**config.mk**
```make
export PLATFORM = sky130hd
export DESIGN_NAME = fetch_pc_unit
export DESIGN_NICKNAME = d
export VERILOG_FILES = /design/src/rtl/fetch_pkg.sv /design/src/rtl/btb_table.sv /design/src/rtl/fetch_pc_unit.sv
export SDC_FILE = /design/constraint.sdc
export NUM_CORES = 1
export LEC_CHECK = 0
export ABC_CLOCK_PERIOD_IN_PS = 5000
export BUFFER_PORTS_ARGS = -buffer_cell sky130_fd_sc_hd__buf_2
export CAP_MARGIN = 40
export CORE_MARGIN = 2
export CORE_UTILIZATION = 30
export CTS_CLUSTER_SIZE = 8
export DETAILED_ROUTE_END_ITERATION = 8
export PLACE_DENSITY = 0.54
export SLEW_MARGIN = 20
export SYNTH_ARGS = -nofsm -noshare
export SYNTH_HDL_FRONTEND = slang
export SYNTH_HIERARCHICAL = 1
export SYNTH_SLANG_ARGS = --single-unit
```
**constraint.sdc**
```tcl
create_clock -name clk_i -period 5 [get_ports clk_i]
set_clock_uncertainty 0.1 [all_clocks]
set_input_delay 1 -clock clk_i [delete_from_list [all_inputs] [get_ports clk_i]]
set_output_delay 1 -clock clk_i [all_outputs]
set_load 0.1 [all_outputs]
```
**src/rtl/fetch_pkg.sv**
```systemverilog
// -----------------------------------------------------------------------------
// fetch_pkg
// Shared definitions for the instruction-fetch front end:
//   - cnt_e      : 2-bit saturating branch-predictor counter encodings
//   - btb_meta_t : control part of a BTB entry (valid bit + predictor counter).
//                  Tag and target are sized by the instantiating module and are
//                  held next to this struct in the table.
//   - clog2      : ceiling log2, used to size the BTB index.
// -----------------------------------------------------------------------------
package fetch_pkg;

    typedef enum logic [1:0] {
        SNT = 2'b00,
        WNT = 2'b01,
        WT  = 2'b10,
        ST  = 2'b11
    } cnt_e;

    typedef struct packed {
        logic valid;
        cnt_e cnt;
    } btb_meta_t;

    function automatic int clog2(input int n);
        int r;
        r = 0;
        while ((1 << r) < n) begin
            r++;
        end
        return r;
    endfunction

endpackage

```
**src/rtl/btb_table.sv**
```systemverilog
// -----------------------------------------------------------------------------
// btb_table
// Direct-mapped branch target buffer with 2-bit saturating predictors.
//
// Ports:
//   clk        in   clock, rising edge
//   rst_n      in   asynchronous active-low reset (clears valid, counters -> WNT)
//   rd_pc      in   lookup address (combinational read port)
//   rd_taken   out  entry hit and counter predicts taken
//   rd_target  out  stored target of the indexed entry
//   wr_en      in   one resolution to fold into the table at the clock edge
//   wr_pc      in   PC of the resolved instruction
//   wr_taken   in   actual outcome
//   wr_target  in   actual taken target
//
// A read of an index written in the same cycle returns the old contents.
// -----------------------------------------------------------------------------
module btb_table
    import fetch_pkg::*;
#(
    parameter int ADDR_W    = 32,
    parameter int BTB_DEPTH = 16
) (
    input  logic              clk,
    input  logic              rst_n,
    input  logic [ADDR_W-1:0] rd_pc,
    output logic              rd_taken,
    output logic [ADDR_W-1:0] rd_target,
    input  logic              wr_en,
    input  logic [ADDR_W-1:0] wr_pc,
    input  logic              wr_taken,
    input  logic [ADDR_W-1:0] wr_target
);

    localparam int IDX_W = clog2(BTB_DEPTH);
    localparam int TAG_W = ADDR_W - IDX_W - 2;

    btb_meta_t         meta    [BTB_DEPTH];
    logic [TAG_W-1:0]  tag_mem [BTB_DEPTH];
    logic [ADDR_W-1:0] tgt_mem [BTB_DEPTH];

    logic [IDX_W-1:0] rd_idx;
    logic [TAG_W-1:0] rd_tag;
    logic             rd_hit;
    logic [IDX_W-1:0] wr_idx;
    logic [TAG_W-1:0] wr_tag;
    logic             wr_hit;

    // Instructions are word aligned; the byte-offset bits carry no information.
    logic unused_bits;
    assign unused_bits = ^{rd_pc[1:0], wr_pc[1:0]};

    function automatic cnt_e sat_update(input cnt_e c, input logic taken);
        if (taken) begin
            return (c == ST) ? ST : cnt_e'(c + 2'd1);
        end
        return (c == SNT) ? SNT : cnt_e'(c - 2'd1);
    endfunction

    assign rd_idx    = rd_pc[IDX_W+1:2];
    assign rd_tag    = rd_pc[ADDR_W-1:IDX_W+2];
    assign rd_hit    = meta[rd_idx].valid && (tag_mem[rd_idx] == rd_tag);
    assign rd_taken  = rd_hit && meta[rd_idx].cnt[1];
    assign rd_target = tgt_mem[rd_idx];

    assign wr_idx = wr_pc[IDX_W+1:2];
    assign wr_tag = wr_pc[ADDR_W-1:IDX_W+2];
    assign wr_hit = meta[wr_idx].valid && (tag_mem[wr_idx] == wr_tag);

    // Control state: valid bits and counters
    always_ff @(posedge clk or negedge rst_n) begin
        if (!rst_n) begin
            for (int i = 0; i < BTB_DEPTH; i++) begin
                meta[i] <= '{valid: 1'b0, cnt: WNT};
            end
        end else if (wr_en) begin
            if (wr_hit) begin
                meta[wr_idx].cnt <= sat_update(meta[wr_idx].cnt, wr_taken);
            end else if (wr_taken) begin
                meta[wr_idx] <= '{valid: 1'b1, cnt: WT};
            end
        end
    end

    // Data state: tag and target. Any taken resolution either allocates the
    // entry or refreshes a hit (same tag), so both cases share one write. A
    // write racing a reset edge is harmless because the valid bit is cleared.
    always_ff @(posedge clk) begin
        if (wr_en && wr_taken) begin
            tag_mem[wr_idx] <= wr_tag;
            tgt_mem[wr_idx] <= wr_target;
        end
    end

endmodule

```
**src/rtl/fetch_pc_unit.sv**
```systemverilog
// -----------------------------------------------------------------------------
// fetch_pc_unit
// Instruction-fetch PC generator with BTB-based branch prediction and
// mispredict redirect.
//
// Ports:
//   clk_i              in   clock, rising edge
//   rst_i              in   asynchronous active-low reset
//   stall_i            in   hold the PC (overridden by a redirect)
//   pc_o               out  registered fetch address
//   pc_plus4_o         out  pc_o + 4
//   pred_taken_o       out  BTB predicts taken for pc_o
//   pred_target_o      out  predicted next fetch address
//   res_valid_i        in   a control transfer resolves this cycle
//   res_pc_i           in   PC of the resolved instruction
//   res_taken_i        in   actual outcome
//   res_target_i       in   actual taken target
//   res_pred_taken_i   in   prediction carried with the instruction
//   res_pred_target_i  in   predicted target carried with the instruction
//   flush_o            out  mispredict this cycle; younger instructions killed
//   mispred_cnt_o      out  saturating mispredict count
// -----------------------------------------------------------------------------
module fetch_pc_unit
    import fetch_pkg::*;
#(
    parameter int                ADDR_W    = 32,
    parameter int                BTB_DEPTH = 16,
    parameter logic [ADDR_W-1:0] RESET_PC  = '0,
    parameter int                CNT_W     = 16
) (
    input  logic              clk_i,
    input  logic              rst_i,
    input  logic              stall_i,
    output logic [ADDR_W-1:0] pc_o,
    output logic [ADDR_W-1:0] pc_plus4_o,
    output logic              pred_taken_o,
    output logic [ADDR_W-1:0] pred_target_o,
    input  logic              res_valid_i,
    input  logic [ADDR_W-1:0] res_pc_i,
    input  logic              res_taken_i,
    input  logic [ADDR_W-1:0] res_target_i,
    input  logic              res_pred_taken_i,
    input  logic [ADDR_W-1:0] res_pred_target_i,
    output logic              flush_o,
    output logic [CNT_W-1:0]  mispred_cnt_o
);

    logic [ADDR_W-1:0] pc_p0;
    logic [ADDR_W-1:0] pc_next;
    logic [CNT_W-1:0]  mispred_cnt_p0;
    logic              btb_taken;
    logic [ADDR_W-1:0] btb_target;
    logic [ADDR_W-1:0] actual_next;
    logic              mispredict;

    function automatic logic [CNT_W-1:0] sat_inc(input logic [CNT_W-1:0] c);
        return (&c) ? c : c + CNT_W'(1);
    endfunction

    btb_table #(
        .ADDR_W    (ADDR_W),
        .BTB_DEPTH (BTB_DEPTH)
    ) u_btb (
        .clk       (clk_i),
        .rst_n     (rst_i),
        .rd_pc     (pc_p0),
        .rd_taken  (btb_taken),
        .rd_target (btb_target),
        .wr_en     (res_valid_i),
        .wr_pc     (res_pc_i),
        .wr_taken  (res_taken_i),
        .wr_target (res_target_i)
    );

    assign pc_plus4_o    = pc_p0 + ADDR_W'(4);
    assign pred_taken_o  = btb_taken;
    assign pred_target_o = btb_taken ? btb_target : pc_plus4_o;

    assign actual_next = res_taken_i ? res_target_i : res_pc_i + ADDR_W'(4);
    assign mispredict  = res_valid_i &&
                         ((res_pred_taken_i != res_taken_i) ||
                          (res_taken_i && (res_pred_target_i != res_target_i)));

    // Gated so that a resolution arriving while in reset never reports a flush.
    assign flush_o = mispredict && rst_i;

    // A redirect outranks a stall: the flushed pipe has nothing to hold for.
    always_comb begin
        pc_next = pc_plus4_o;
        if (mispredict) begin
            pc_next = actual_next;
        end else if (stall_i) begin
            pc_next = pc_p0;
        end else if (pred_taken_o) begin
            pc_next = pred_target_o;
        end
    end

    // Stage 0: fetch PC and mispredict counter
    always_ff @(posedge clk_i or negedge rst_i) begin
        if (!rst_i) begin
            pc_p0          <= RESET_PC;
            mispred_cnt_p0 <= '0;
        end else begin
            pc_p0 <= pc_next;
            if (mispredict) begin
                mispred_cnt_p0 <= sat_inc(mispred_cnt_p0);
            end
        end
    end

    assign pc_o          = pc_p0;
    assign mispred_cnt_o = mispred_cnt_p0;

endmodule
```
==> impl_metrics.env <==
export IMPL_cts_tree="built"
export IMPL_synth_edf_count=928
export IMPL_setup_viol_count_final=35
export IMPL_layout_commonest_cell="edfxtp_1"
export IMPL_h_tree_depth=4
export IMPL_arrival_ns=4.70
export IMPL_crit_path_max_fanout=19
export IMPL_worstPathCellList="buf_12 > buf_16 > mux4_2 > mux4_2 > xor2_2 > nor4_2 > nand4_1 > buf_4 > nor4_4 > buf_6 > buf_12 > inv_6 > buf_12 > mux2_4 > buf_12"
export IMPL_criticalPathCategory="flop to output port"
export IMPL_cp_required_ns=3.90
export IMPL_top_layer="met5"
export IMPL_die_y_um=400
export IMPL_ys_ff_latch=1024
export IMPL_rsz0062_at_grt="true"
export IMPL_synth_area_mm2=0.0471
export IMPL_finish_instance_area_mm2=0.0580
export IMPL_path_buf_inv=8
export IMPL_track_usage_pct=19.3
export IMPL_synth_ff_type="edfxtp_1"
export IMPL_start_kind="flop"
export IMPL_finalNonFillerCells=5213
export IMPL_nets=3155
export IMPL_final_cell_mix="928 x edfxtp_1, 372 x mux4_2, 183 x buf_4"
export IMPL_cts_sinks=1024
export IMPL_netlist_cell_type_count=81
export IMPL_wl_per_cell_um=30.2
export IMPL_overflow=0
export IMPL_grt_pass1_vias=28800
export IMPL_wl_mm=158
export IMPL_grt_pass1_wl_mm=222
export IMPL_drtIter0Drc=3552
export IMPL_hold_class="flop to flop"
export IMPL_core_area_mm2=0.156
export IMPL_max_clock_freq_ghz=0.172
export IMPL_cts_root_buf="clkbuf_16"
export IMPL_drt_pass1_iterations=6
export IMPL_nFillCells=14400
export IMPL_ys_seq_area_share_pct=64.3
export IMPL_powerDensity_mw_per_mm2=450
export IMPL_status="finished, violations left"
export IMPL_hold_violations=0
export IMPL_ios=216
export IMPL_critPathSlowestCell="mux4_2"
export IMPL_syn_instance_count=2614
export IMPL_vdd_drop_max_mv=0.336
export IMPL_max_slew_margin_pct=40.6
export IMPL_vias=28900
export IMPL_tightest_slew_ns=0.890
export IMPL_drt_vias_per_instance=5.55
export IMPL_placed_cells_incl_taps=4928
export IMPL_endpoint_kind="output port"
export IMPL_yosys_warnings=6
export IMPL_crit_family="multiplexers"
export IMPL_crit_top_cell="buf_12"
export IMPL_dieArea_mm2=0.160
export IMPL_clock_latency_ns=0.80
export IMPL_antenna_found_initial=20
export IMPL_clockBufferDepth=3
export IMPL_row_count=145
export IMPL_grt_max_degree=114
export IMPL_met1_length_mm=68.0
export IMPL_place_congestion=0.832
export IMPL_drc_errors=0
export IMPL_cts_made_buffers=147
export IMPL_max_stage_delay_ns=0.53
export IMPL_port_buffers=215
export IMPL_hpwl_mm=97.9
export IMPL_post_route_min_period_ns=5.80
export IMPL_wl_met2_mm=75.0
export IMPL_ant_nets=0
export IMPL_async_flop_share_pct=9.38
export IMPL_dpl_cell_area_mm2=0.0529
export IMPL_syn_nets=2719
export IMPL_drive_above_1_share_pct=36.6
export IMPL_cap_violations=0
export IMPL_initial_core_util_pct=30.2
export IMPL_leakage_nw=19.5
export IMPL_worst_slack_ns=-0.803
export IMPL_maxSlewViolCount=0
export IMPL_area_delta_synth_final_pct=23.2
export IMPL_die_w_um=400
export IMPL_violations="negative setup slack"
export IMPL_fin_crit_sh_pct=116
export IMPL_route_met3_wl_mm=10.3
export IMPL_avgSynthCellArea_um2=18.0
export IMPL_clk_pin_slew_ns=0.05
[synthesized netlist by cell type (all sizes together), types with 19 or more instances]
cell type  number  area share (%)
o21ai          34            0.36
mux4          372              18
inv            31            0.25
a22oi          19            0.30
clkbuf         77            0.61
nand4          31            0.41
xnor2          77             1.4
nand2          80            0.64
nor3           21            0.22
o22ai          26            0.35
mux2i         124             2.6
a21oi          28            0.30
nor4           24            0.32
a31o           19            0.35
mux2           59             1.4
a311oi         35            0.65
nand3          49            0.55
nor2          110            0.88
dfrtp          80             4.2
a211oi         20            0.42
xor2           76             1.4
buf            94             1.3
edfxtp        928              59
[final timing paths]
check	start	to	slack [ns]	cells after the start
worst min register to register	mispred_cnt_o[5]	mispred_cnt_o[5]	0.39	1
worst min-delay path	mispred_cnt_o[5]	mispred_cnt_o[5]	0.39	1
min in group asynchronous	rst_i	u_btb/meta[1]	0.59	2
worst max register to register	pc_o[2]	pc_o[19]	0.32	19
max in group asynchronous	rst_i	pc_o[4]	3.02	3
worst max-delay path	pc_o[2]	pred_target_o[11]	-0.80	15
[report_power, final]
group,internal (W),switching [W],total (W)
combinational,0.00272,0.00411,0.00683
clock,0.00555,0.00384,0.00938
sequential,0.00957,0.000343,0.00991
[flip-flops by register name, summed over array words and instances, names as in the netlist]
signal / cells
pc_o: 32
u_btb/tag_mem: 416
mispred_cnt_o: 16
u_btb/meta: 48
u_btb/tgt_mem: 512
[area by class of cell]
cell class | instances | area, um^2 | area share, %
antenna | 5 | 12.5 | 0.0216
clock inverter | 19 | 355 | 0.612
tap | 2058 | 2570 | 4.44
clock buffer | 230 | 3990 | 6.87
timing repair buffer | 458 | 4450 | 7.67
inverter | 32 | 125 | 0.216
sequential | 1024 | 30300 | 52.2
multi-input combinational | 1387 | 16200 | 28.0
[what timing repair did]
action,in CTS,in global routing
endpoints found under the setup margin,47,51
gates resized for setup,40,45
endpoints found under the hold margin,7,0
setup buffers,11,17
pin swaps,4,6
cloned,3,1
hold buffers,1,0
[metrics by stage]
step                utilization [%]  hold WS, ns  TNS, ns  total power, W  setup slack [ns]
finish                         37.2        0.391   -25.05          0.0261            -0.803
CTS                            36.9        0.389   -28.50          0.0262            -0.886
global placement               33.9        0.378   -10.56          0.0167            -0.372
floorplan                         -        0.356   -38.05          0.0144             -1.15
global route                   37.2        0.407   -31.38          0.0269            -0.948
detailed placement             33.9        0.377    -9.12          0.0167            -0.330
[cells by family (layout without fill, tap and decap cells)]
logic type,count (synthesis),in the layout,synth area share (%)
AOI/OAI and AO/OA,276,276,4.56
xor gates and xnor gates,153,153,2.84
muxes,555,555,21.8
adders and majority gates,4,4,0.101
other,0,5,0
buffers and inverters,203,739,2.16
and+or+nand+nor,399,399,4.25
DFF,1024,1024,64.3
[routing by layer]
layer | vias up | global-route usage, %
met1 | 15600 | 26.9
met2 | 1295 | 31.1
met5 | - | 0
li1 | 11700 | -
met4 | 4 | 5.63
met3 | 259 | 3.11
(Power assumes the default switching activity.)
